--- config.mk ---
export PLATFORM = sky130hd
export DESIGN_NAME = fpga_reset_sequencer_flat
export DESIGN_NICKNAME = d
export VERILOG_FILES = /design/src/rtl/fpga_reset_sequencer_if.sv /design/src/rtl/fpga_reset_sequencer.sv /design/src/flat_wrapper.sv
export SDC_FILE = /design/constraint.sdc
export NUM_CORES = 1
export LEC_CHECK = 0
export BUFFER_PORTS_ARGS = -buffer_cell sky130_fd_sc_hd__buf_2
export CORE_MARGIN = 5
export CORE_UTILIZATION = 53
export CTS_CLUSTER_DIAMETER = 200
export DETAILED_ROUTE_END_ITERATION = 6
export PLACE_DENSITY_LB_ADDON = 0.05
export SLEW_MARGIN = 10
export SYNTH_ARGS = -nofsm -noshare
export SYNTH_HDL_FRONTEND = slang
export SYNTH_SLANG_ARGS = --single-unit
--- constraint.sdc ---
create_clock -name clk_i -period 2.5 [get_ports clk_i]
set_input_delay 0.125 -clock clk_i [delete_from_list [all_inputs] [get_ports clk_i]]
set_output_delay 0.125 -clock clk_i [all_outputs]
set_load 0.03 [all_outputs]
--- src/rtl/fpga_reset_sequencer_if.sv ---
// Board reset sequencer signal bundle: raw asynchronous inputs from the
// board and the sequenced, registered reset/power controls going out.
interface fpga_reset_sequencer_if;
   logic       btn_rst_ni;
   logic       pll_locked_i;
   logic       sd_pwr_n_o;
   logic       soc_rst_no;
   logic       jtag_trst_no;
   logic       busy_o;
   logic [2:0] state_o;

   // Sequencer side: samples the raw inputs, drives the controls
   modport slave (
      input  btn_rst_ni,
      input  pll_locked_i,
      output sd_pwr_n_o,
      output soc_rst_no,
      output jtag_trst_no,
      output busy_o,
      output state_o
   );

   // Board/bench side: drives the raw inputs, observes the controls
   modport master (
      output btn_rst_ni,
      output pll_locked_i,
      input  sd_pwr_n_o,
      input  soc_rst_no,
      input  jtag_trst_no,
      input  busy_o,
      input  state_o
   );
endinterface

--- src/rtl/fpga_reset_sequencer.sv ---
// Board-level reset/power-up sequencer. Synchronises and debounces the reset
// button and the PLL lock flag, then powers the SD card, holds the SoC in
// reset for a while and finally releases SoC reset and JTAG TRST together.
// Losing lock or pressing the button restarts the whole sequence, which also
// power-cycles the SD card.
module fpga_reset_sequencer #(
   parameter int unsigned DEBOUNCE_CYCLES = 1000,
   parameter int unsigned SD_PWR_CYCLES   = 1024,
   parameter int unsigned SOC_HOLD_CYCLES = 256,
   parameter int unsigned CNT_W           = 20
) (
   input  logic                        clk_i,
   input  logic                        rst_ni,
   fpga_reset_sequencer_if.slave       io
);

   typedef enum logic [1:0] {
      WAIT_LOCK = 2'd0,
      SD_PWR    = 2'd1,
      SOC_HOLD  = 2'd2,
      RUN       = 2'd3
   } state_e;

   // Counters are compared at their final value, so they never wrap
   localparam logic [CNT_W-1:0] DB_LAST  = CNT_W'(DEBOUNCE_CYCLES - 1);
   localparam logic [CNT_W-1:0] SD_LAST  = CNT_W'(SD_PWR_CYCLES - 1);
   localparam logic [CNT_W-1:0] SOC_LAST = CNT_W'(SOC_HOLD_CYCLES - 1);

   logic             btn_meta_q, btn_s_q;
   logic             lock_meta_q, lock_s_q;
   logic             btn_db_q;
   logic [CNT_W-1:0] dcnt_q;

   state_e           state_q, state_d;
   logic [CNT_W-1:0] cnt_q, cnt_d;
   logic             sd_pwr_n_q, soc_rst_n_q, jtag_trst_n_q, busy_q;
   logic             seq_ok;

   // Two-flop synchronisers; button idles released (1), lock idles unlocked (0)
   always_ff @(posedge clk_i) begin
      if (!rst_ni) begin
         btn_meta_q  <= 1'b1;
         btn_s_q     <= 1'b1;
         lock_meta_q <= 1'b0;
         lock_s_q    <= 1'b0;
      end else begin
         btn_meta_q  <= io.btn_rst_ni;
         btn_s_q     <= btn_meta_q;
         lock_meta_q <= io.pll_locked_i;
         lock_s_q    <= lock_meta_q;
      end
   end

   // Debounce: accept a new button level only after it differs for DEBOUNCE_CYCLES edges in a row
   always_ff @(posedge clk_i) begin
      if (!rst_ni) begin
         btn_db_q <= 1'b1;
         dcnt_q   <= '0;
      end else if (btn_s_q == btn_db_q) begin
         dcnt_q   <= '0;
      end else if (dcnt_q == DB_LAST) begin
         btn_db_q <= btn_s_q;
         dcnt_q   <= '0;
      end else begin
         dcnt_q   <= dcnt_q + 1'b1;
      end
   end

   // Sequencing may proceed only while locked and the button is released
   assign seq_ok = lock_s_q & btn_db_q;

   // Next-state logic; an abort outranks a dwell counter finishing on the same cycle
   always_comb begin
      state_d = state_q;
      cnt_d   = cnt_q;
      case (state_q)
         WAIT_LOCK: begin
            if (seq_ok) begin
               state_d = SD_PWR;
               cnt_d   = '0;
            end
         end
         SD_PWR: begin
            if (!seq_ok) begin
               state_d = WAIT_LOCK;
               cnt_d   = '0;
            end else if (cnt_q == SD_LAST) begin
               state_d = SOC_HOLD;
               cnt_d   = '0;
            end else begin
               cnt_d   = cnt_q + 1'b1;
            end
         end
         SOC_HOLD: begin
            if (!seq_ok) begin
               state_d = WAIT_LOCK;
               cnt_d   = '0;
            end else if (cnt_q == SOC_LAST) begin
               state_d = RUN;
               cnt_d   = '0;
            end else begin
               cnt_d   = cnt_q + 1'b1;
            end
         end
         RUN: begin
            if (!seq_ok) begin
               state_d = WAIT_LOCK;
               cnt_d   = '0;
            end
         end
         default: begin
            state_d = WAIT_LOCK;
            cnt_d   = '0;
         end
      endcase
   end

   // State and outputs share one edge; outputs decode the next state so they are glitch-free registers
   always_ff @(posedge clk_i) begin
      if (!rst_ni) begin
         state_q       <= WAIT_LOCK;
         cnt_q         <= '0;
         sd_pwr_n_q    <= 1'b1;
         soc_rst_n_q   <= 1'b0;
         jtag_trst_n_q <= 1'b0;
         busy_q        <= 1'b1;
      end else begin
         state_q       <= state_d;
         cnt_q         <= cnt_d;
         sd_pwr_n_q    <= (state_d == WAIT_LOCK);
         soc_rst_n_q   <= (state_d == RUN);
         jtag_trst_n_q <= (state_d == RUN);
         busy_q        <= (state_d != RUN);
      end
   end

   assign io.sd_pwr_n_o   = sd_pwr_n_q;
   assign io.soc_rst_no   = soc_rst_n_q;
   assign io.jtag_trst_no = jtag_trst_n_q;
   assign io.busy_o       = busy_q;
   assign io.state_o      = {1'b0, state_q};

endmodule

--- src/flat_wrapper.sv ---
// flat-port wrapper written by rule: the top's interface ports become plain ports
module fpga_reset_sequencer_flat 
#(
   parameter int unsigned DEBOUNCE_CYCLES = 1000,
   parameter int unsigned SD_PWR_CYCLES   = 1024,
   parameter int unsigned SOC_HOLD_CYCLES = 256,
   parameter int unsigned CNT_W           = 20
)
  (clk_i, rst_ni, io_btn_rst_ni, io_pll_locked_i, io_sd_pwr_n_o, io_soc_rst_no, io_jtag_trst_no, io_busy_o, io_state_o);
  fpga_reset_sequencer_if io_i ();
  input  logic clk_i;
  input  logic rst_ni;
  input wire logic [$bits(io_i.btn_rst_ni)-1:0] io_btn_rst_ni;
  input wire logic [$bits(io_i.pll_locked_i)-1:0] io_pll_locked_i;
  output wire logic [$bits(io_i.sd_pwr_n_o)-1:0] io_sd_pwr_n_o;
  output wire logic [$bits(io_i.soc_rst_no)-1:0] io_soc_rst_no;
  output wire logic [$bits(io_i.jtag_trst_no)-1:0] io_jtag_trst_no;
  output wire logic [$bits(io_i.busy_o)-1:0] io_busy_o;
  output wire logic [$bits(io_i.state_o)-1:0] io_state_o;
  assign io_i.btn_rst_ni = io_btn_rst_ni;
  assign io_i.pll_locked_i = io_pll_locked_i;
  assign io_sd_pwr_n_o = io_i.sd_pwr_n_o;
  assign io_soc_rst_no = io_i.soc_rst_no;
  assign io_jtag_trst_no = io_i.jtag_trst_no;
  assign io_busy_o = io_i.busy_o;
  assign io_state_o = io_i.state_o;
  fpga_reset_sequencer #(.DEBOUNCE_CYCLES(DEBOUNCE_CYCLES), .SD_PWR_CYCLES(SD_PWR_CYCLES), .SOC_HOLD_CYCLES(SOC_HOLD_CYCLES), .CNT_W(CNT_W)) u_core (.clk_i(clk_i), .rst_ni(rst_ni), .io(io_i));
endmodule
# After elaboration in Yosys (flattened, before gate mapping)
# Cells that the tools add are included.
# word_totals
register_bits	50
wordCells	46
output_inout_bits	7
# classes
n_mux	14
n_reduce_logical	5
bitwise	3
n_eq_ne	11
addsub	2
# ops
operator	count
20-bit two-way mux	6
20-bit case mux with 4 select lines	1
20-bit by 1-bit adder with 20-bit output, second input constant	2
20-bit by 10-bit equality test with 1-bit output, second input constant	2
20-bit by 8-bit equality test with 1-bit output, second input constant	1
2-bit two-way mux	6
2-bit case mux with 4 select lines	1
2-bit equality test, second input constant	3
2-bit zero test	2
2-bit inequality test, second input constant	2
2-bit AND reduction	2
3-bit OR reduction	1
2-bit by 1-bit equality test with 1-bit output, second input constant	1
2-bit by 1-bit inequality test with 1-bit output, second input constant	1
1-bit inverter	2
1-bit bitwise AND	1
1-bit equality test	1

# Longest topological paths before layout
# Gate-level depths: netlist of the first run.
# logic_depth
word_depth	5
ltp_mapped	8
ltp_nobuf	7

# Worst setup path after synthesis of the first run
# No wires, ideal clock.
# synth_timing
path_kind	register -> register
from	reg u_core.cnt_q[0]
to	reg u_core.cnt_q[1]
arrival_ps	2094
n_path_buf	1
stages_incl_launch_ff	9
period_less_slack_ps	2221
path_slack_ps	279
setup_ps	127
required_ps	2373
cell_sequence	dfxtp_1 > ha_1 > nand3_4 > or4_4 > o41ai_4 > a21oi_2 > buf_2 > a32oi_1 > nor2_1
# synth_between
elab_chain_len	4
# synth_lines
item	line_no	source
from (decl)	fpga_reset_sequencer.sv:35	logic [CNT_W-1:0] cnt_q, cnt_d;
from (signal assigned)	fpga_reset_sequencer.sv:129	cnt_q <= cnt_d;
20-bit by 1-bit adder with 20-bit output (tied with other cells)	fpga_reset_sequencer.sv:91, fpga_reset_sequencer.sv:102	
20-bit two-way mux (on tied branches)	fpga_reset_sequencer.sv:98, fpga_reset_sequencer.sv:87	
20-bit two-way mux (on tied branches)	fpga_reset_sequencer.sv:95, fpga_reset_sequencer.sv:84	
20-bit case mux with 4 select lines (*)	fpga_reset_sequencer.sv:76	case (state_q)
# Mark *: on every way between the ends. The rest lies on a longest branch, timed or not.
# A chain may end at the register's enable or synchronous reset.

# Worst setup path in the final report of the first run
# layout_timing
from	reg u_core.cnt_q[0]
to	reg u_core.cnt_q[4]
# Same word-level chain as after synthesis.

==> results.yml, run 1 <==
power:
  p_leak_nw: 0.942
  p_per_area_nw_per_um2: 494
  vdd_drop_max_uv: 268
clocking:
  cts_root_buf: "clkbuf_8"
  cts.sinks: 50
  clockBufferDepth: 2
  cts_buffers: 5
  tritoncts: "yes"
  clk_latency_ns: 0.31
  htree_levels: 2
  postCtsSetupRepairBufs: 0
  path_clk_slew_ns: 0.09
yosys:
  ys_seq_area_share_pct: 40.4
  yosysWarnings: 0
  synth_top_family_by_area: "simple AND/OR/NAND/NOR gates"
  yosysMostFrequentCell: "dfxtp_1"
  synth_edf_count: 0
  synthSimpleGateAreaFrac_pct: 29.7
  synth_ff_type: "dfxtp_1"
  synthTopCellsByCount: "dfxtp_1 (50), nor2_1 (37), nand2_1 (32)"
  yosys.area.top_type_share_pct: 40.4
  ys_ff_latch: 50
  synth_xor_area_share_pct: 7.07
  synthCells: 300
  synth_area_leaders: "dfxtp_1 (40%), nor2_1 (5.6%), xnor2_1 (4.9%)"
  synth_top_area_cell: "dfxtp_1"
  syn_area_per_cell_sq_um: 8.26
  netlist-cell-type-count: 43
  netlist_area_sq_um: 2480
  muxShareOfSynthArea_pct: 1.67
  synth_nets: 311
  synth_compound_area_share_pct: 13.3
  async_flop_share_pct: 0
  synthAdderAreaFrac_pct: 3.54
floorplanning:
  die_w_microns: 78.4
  start_util_pct: 55.7
  core-area_sq_um: 4440
  die_area_sq_um: 6140
  die_h_microns: 78.4
  io-pin-count: 11
  rows: 24
job:
  drv_cap: 0
sta:
  hold_viol: 0
  fmax_mhz: 420
  fin_crit_sh_pct: 95.2
  period_needed_ns: 2.38
  finClkSkew_ns: 0.00668
  setup_viol: 0
  drv_slew: 0
  finalSetupTns_ns: 0
route:
  firstDrtPassIters: 4
  wl_per_cell_microns: 13.9
  vias: 2100
  wl_met1_microns: 2530
  drc_errors: 0
  via_per_inst: 5.66
  top_layer: "met4"
  wl_met2_microns: 2290
  drt_iter0_drc: 116
  wl_met3_microns: 256
  wl_microns: 5160
  ant_nets: 0
place:
  dp_hpwl_microns: 3680
  routabilityCongestion: 0.826
  numPortBuffers: 9
  placed_cells: 362
  postPlaceCellArea_sq_um: 2640
setup_path:
  critPathCaptureType: "flop"
  cp-start-kind: "flop"
  worstPathMaxFanout: 8
  cp.required_ns: 2.71
  worstSetupPathType: "flop to flop"
  cp.arrival_ns: 2.59
final_layout:
  finalInstanceArea_sq_um: 2750
  area_growth_pct: 10.9
  final_cells: 371
  nNetsFinal: 329
  antenna_cells: 0
  drive_gt1_share_pct: 12.5
outcome:
  outcome: "finished, final reports clean"
global_route:
  overflow: 0
  grt_max_degree: 21
  grt_pass1_wl_microns: 9160
  grt_pass1_vias: 1986
  antenna_found_initial: 0
  grtUsageTotal_pct: 18.4
hold_path:
  hp-class: "primary input to flop"
## layout by cell type, fill, tap and decap left out, types with 2 or more instances in the layout
cell type  netlist  routed
a21oi_1         10      10
buf_2            1       9
nor2_1          37      37
a31oi_1          5       5
and2_1           5       5
a22o_1           2       2
nand2_1         32      32
o21ai_0         13      13
xor2_1           6       6
a31o_1           2       2
nand3_1         22      22
clkbuf_8         0       5
buf_4            2      15
ha_1             7       6
o41ai_4          2       2
inv_1           10      10
nand3b_1         2       2
nor3_1          13      13
nand4_1          9       9
xnor2_1         14      14
mux2i_1          3       3
a2111oi_0        2       2
nand2b_1         4       4
and3_1           9       9
dfxtp_1         50      50
nor4_1          11      11
## flip-flops by register name, indices dropped and copies added, names as in the netlist
name / flops
u_core.state_q: 2
u_core.btn_meta_q: 1
u_core.lock_s_q: 1
u_core.io.busy_o: 1
u_core.io.soc_rst_no: 1
u_core.cnt_q: 20
u_core.io.sd_pwr_n_o: 1
u_core.lock_meta_q: 1
u_core.btn_s_q: 1
u_core.btn_db_q: 1
u_core.dcnt_q: 20
## metrics by stage
| step | util [%] | setup WS (ns) | hold slack [ns] | total power [mW] |
|---|---|---|---|---|
| finish | 61.8 | 0.121 | 0.0193 | 1.36 |
| detailed placement | 59.3 | 0.105 | 0.313 | 0.896 |
| floorplan | - | 0.279 | 0.226 | 0.873 |
| global route | 61.8 | -0.000998 | 0.00601 | 1.42 |
| global placement | 59.3 | 0.167 | 0.308 | 0.896 |
| CTS | 61.6 | 0.0781 | 0.00950 | 1.38 |
## logic make-up after synthesis
kind of cell / count (synthesis)
AO/OA/AOI/OAI: 45
XOR/XNOR: 20
adder cells (fa/ha/maj): 7
buffers and inverters: 24
flip-flops: 50
multiplexers: 4
other: 1
AND/OR/NAND/NOR: 149
## worst max-delay path, cell delays in order, from the launching register on
cell and delay (ns):
dfxtp_1 0.40, ha_2 0.26, nand3_4 0.14, or4_4 0.55, o41ai_4 0.30, buf_4 0.19, a2111oi_2 0.07, buf_4 0.17
a22o_1 0.20
## what timing repair did
item                                    CTS  global route
endpoints found under the setup margin    0             4
gates resized for setup                   0             2
hold endpoints to repair                  1             0
hold buffers                              1             0
## routing by layer
layer	up-vias	GRT usage (%)
li1	1097	-
met1	940	25.0
met2	51	29.1
met3	12	3.20
met4	0	6.99
met5	-	0
## cell type report
type,instances,area (sq um)
fillers,417,1700
multi-input cells,226,1390
clock buffers,6,72.6
well taps,52,65.1
repair buffers,25,168
clock inverters,2,17.5
flip-flops and latches,50,1000
inverters,10,37.5
## power breakdown
group,internal (mW),switching (mW),leakage [nW]
sequential,0.801,0.00309,0.404
combinational,0.0261,0.0489,0.493
clock,0.203,0.274,0.0458
## worst paths after layout
kind / start / endpoint / slack (ns) / depth (start not counted)
worst max register to register: u_core.cnt_q[0] / u_core.cnt_q[4] / 0.12 / 8
worst min-delay path: io_pll_locked_i / u_core.lock_meta_q / 0.02 / 2
worst min register to register: u_core.btn_meta_q / u_core.btn_s_q / 0.42 / 1
worst max-delay path: u_core.cnt_q[0] / u_core.cnt_q[4] / 0.12 / 8
No activity file was read; power rests on OpenSTA's default activity.
==> run 2: changes to the inputs <==
ABC_AREA = 1   (was not set)
==> run 2 against run 1 <==
Effect of this change:
- non-clock buffer count shrank 13
- area after synthesis is 15% higher
- total power rose by 8.4%
- critical path depth up 2
- critical path type unchanged
- largest cell class unchanged
- highest routed layer unchanged
==> results.yml, run 2 <==
yosys:
  yosys.area.top_type_share_pct: 35.1
  yosysMostFrequentCell: "nand2_1"
  ys_ff_latch: 50
  synth_edf_count: 0
  synth_nets: 415
  synthTopCellsByCount: "nand2_1 (73), nor2_1 (56), dfxtp_1 (50)"
  syn_area_per_cell_sq_um: 7.06
  netlist_area_sq_um: 2850
  netlist-cell-type-count: 38
  synth_top_area_cell: "dfxtp_1"
  synth_ff_type: "dfxtp_1"
  async_flop_share_pct: 0
  yosysWarnings: 0
  synth_area_leaders: "dfxtp_1 (35%), nand2_1 (9.6%), nor2_1 (7.4%)"
  ys_seq_area_share_pct: 35.1
  synthCells: 404
floorplanning:
  die_area_sq_um: 6950
  core-area_sq_um: 5170
  io-pin-count: 11
  rows: 26
  start_util_pct: 55.1
  die_w_microns: 83.4
  die_h_microns: 83.4
setup_path:
  cp-start-kind: "flop"
  reg2reg_to: "u_core.cnt_q[19]"
  worstPathMaxFanout: 14
  worstSetupPathType: "flop to flop"
  reg2reg_depth: 10
  critPathCaptureType: "flop"
  rr_startpoint: "u_core.cnt_q[0]"
  cp.required_ns: 2.70
  cp.arrival_ns: 2.04
  r2r_slack_ns: 0.66
clocking:
  postCtsSetupRepairBufs: 0
  tritoncts: "yes"
  clk_latency_ns: 0.31
  cts.sinks: 50
  path_clk_slew_ns: 0.09
  cts_buffers: 5
  htree_levels: 2
  cts_root_buf: "clkbuf_8"
  clockBufferDepth: 2
sta:
  worstMarginPinSlew_ns: 0.610
  finalSetupTns_ns: 0
  rsz0062_at_grt: "no"
  fmax_mhz: 544
  setup_ws_ns: 0.663
  period_needed_ns: 1.84
  finClkSkew_ns: 0.0115
  slew_headroom_pct: 59.3
  drv_slew: 0
  fin_crit_sh_pct: 73.5
  setup_viol: 0
  hold_viol: 0
route:
  vias: 2490
  firstDrtPassIters: 4
  wl_per_cell_microns: 12.8
  drt_iter0_drc: 149
  wl_microns: 6180
  ant_nets: 0
  via_per_inst: 5.14
  drc_errors: 0
final_layout:
  drive_gt1_share_pct: 14.3
  nNetsFinal: 424
  antenna_cells: 0
  final_cells: 484
  largestRegisters: "u_core.cnt_q: 20 flops, u_core.dcnt_q: 20 flops, u_core.state_q: 2 flops"
  final_cell_mix: "nand2_1 (73), nor2_1 (56), dfxtp_1 (50)"
  final_common_cell: "nand2_1"
  area_growth_pct: 7.33
hold_path:
  min_path_cells: 2
  worstHoldStart: "io_btn_rst_ni"
  hold_end: "u_core.btn_meta_q"
  hp-class: "primary input to flop"
job:
  drv_cap: 0
power:
  pwr-share-clk_pct: 38.9
  p_switching_mw: 0.343
  p_leak_nw: 1.19
  p_sw_share_pct: 23.3
  seq_power_share_pct: 54.9
  p_comb_share_pct: 6.2
  p_int_mw: 1.13
  vdd_drop_max_uv: 313
  p_per_area_nw_per_um2: 480
global_route:
  grt_pass1_vias: 2384
  grt_pass1_wl_microns: 10600
  antenna_found_initial: 0
  overflow: 0
  grtUsageTotal_pct: 18.5
  grt_max_degree: 21
place:
  place_ws_ns: 0.694
  numPortBuffers: 9
  routabilityCongestion: 0.848
  placed_cells: 475
  dp_hpwl_microns: 4500
outcome:
  outcome: "finished, final reports clean"
-- run 2: cells by family (layout without fill, tap and decap cells) --
group | Yosys count | count (layout) | share of synthesized area, %
XOR/XNOR | 13 | 13 | 3.99
AND/OR/NAND/NOR | 226 | 226 | 40.4
buffers and inverters | 66 | 76 | 9.52
adder cells (fa/ha/maj) | 7 | 7 | 3.07
AO/OA/AOI/OAI | 41 | 41 | 7.81
other | 1 | 1 | 0.132
flip-flops | 50 | 50 | 35.1
-- run 2: worst max-delay path, stage by stage, from the launching register on --
cell and delay, ns:
dfxtp_1 0.38, ha_1 0.23, nand3_2 0.16, nor2_8 0.23, nand3_2 0.09, nand2_2 0.10
nand2_4 0.15, nand3_1 0.13, nand2_1 0.08, nand2_2 0.13, nor2_1 0.06
-- run 2: worst max path at each step --
stage | startpoint | to | slack (ns) | cells past startpoint
floorplan | u_core.state_q[0] | u_core.cnt_q[18] | 0.76 | 9
global placement | u_core.cnt_q[0] | u_core.cnt_q[0] | 0.71 | 10
detailed placement | u_core.cnt_q[0] | u_core.cnt_q[4] | 0.69 | 10
CTS | u_core.cnt_q[0] | u_core.cnt_q[4] | 0.68 | 10
global route | u_core.state_q[0] | u_core.cnt_q[19] | 0.51 | 6
finish | u_core.cnt_q[0] | u_core.cnt_q[19] | 0.66 | 10
-- run 2: stage by stage --
step / total power [mW] / hold slack [ns] / cell area, sq um / util (%)
6_report: 1.47 / 0.0125 / 3060 / 59.2
5_1_grt: 1.53 / 0.00825 / 3060 / 59.2
4_1_cts: 1.48 / 0.00116 / 3060 / 59.2
3_5_place_dp: 0.916 / 0.310 / 2940 / 56.8
3_3_place_gp: 0.915 / 0.312 / 2940 / 56.8
2_1_floorplan: 0.896 / 0.223 / 2850 / -
-- run 2: power by group through the flow --
stage / clock, mW / sequential (mW) / combinational (mW)
global route: 0.623 / 0.808 / 0.102
global placement: 0 / 0.825 / 0.0901
finish: 0.571 / 0.807 / 0.0918
detailed placement: 0 / 0.825 / 0.0902
CTS: 0.586 / 0.807 / 0.0918
floorplan: 0 / 0.828 / 0.0679
-- run 2: timing repair --
action                                  4_1_cts  5_1_grt
hold buffers                                  1        0
endpoints found under the setup margin        0        0
endpoints found under the hold margin         1        0
gates resized for setup                       0        0
-- run 2: area by class of cell --
| cell class | instances | area, sq um |
|---|---|---|
| clock buffer | 6 | 72.6 |
| sequential | 50 | 1000 |
| timing repair buffer | 12 | 70.1 |
| fill | 514 | 2110 |
| clock inverter | 2 | 37.5 |
| inverter | 56 | 213 |
| tap | 70 | 87.6 |
| multi-input combinational | 288 | 1580 |
-- run 2: per-layer routing --
layer | share of wire, % | routed length (microns) | GRT usage, %
met1 | 47 | 2880 | 22.6
met3 | 3.3 | 203 | 3.47
met5 | 0 | 0 | 0
met4 | 2.2 | 136 | 7.88
met2 | 48 | 2970 | 31.7
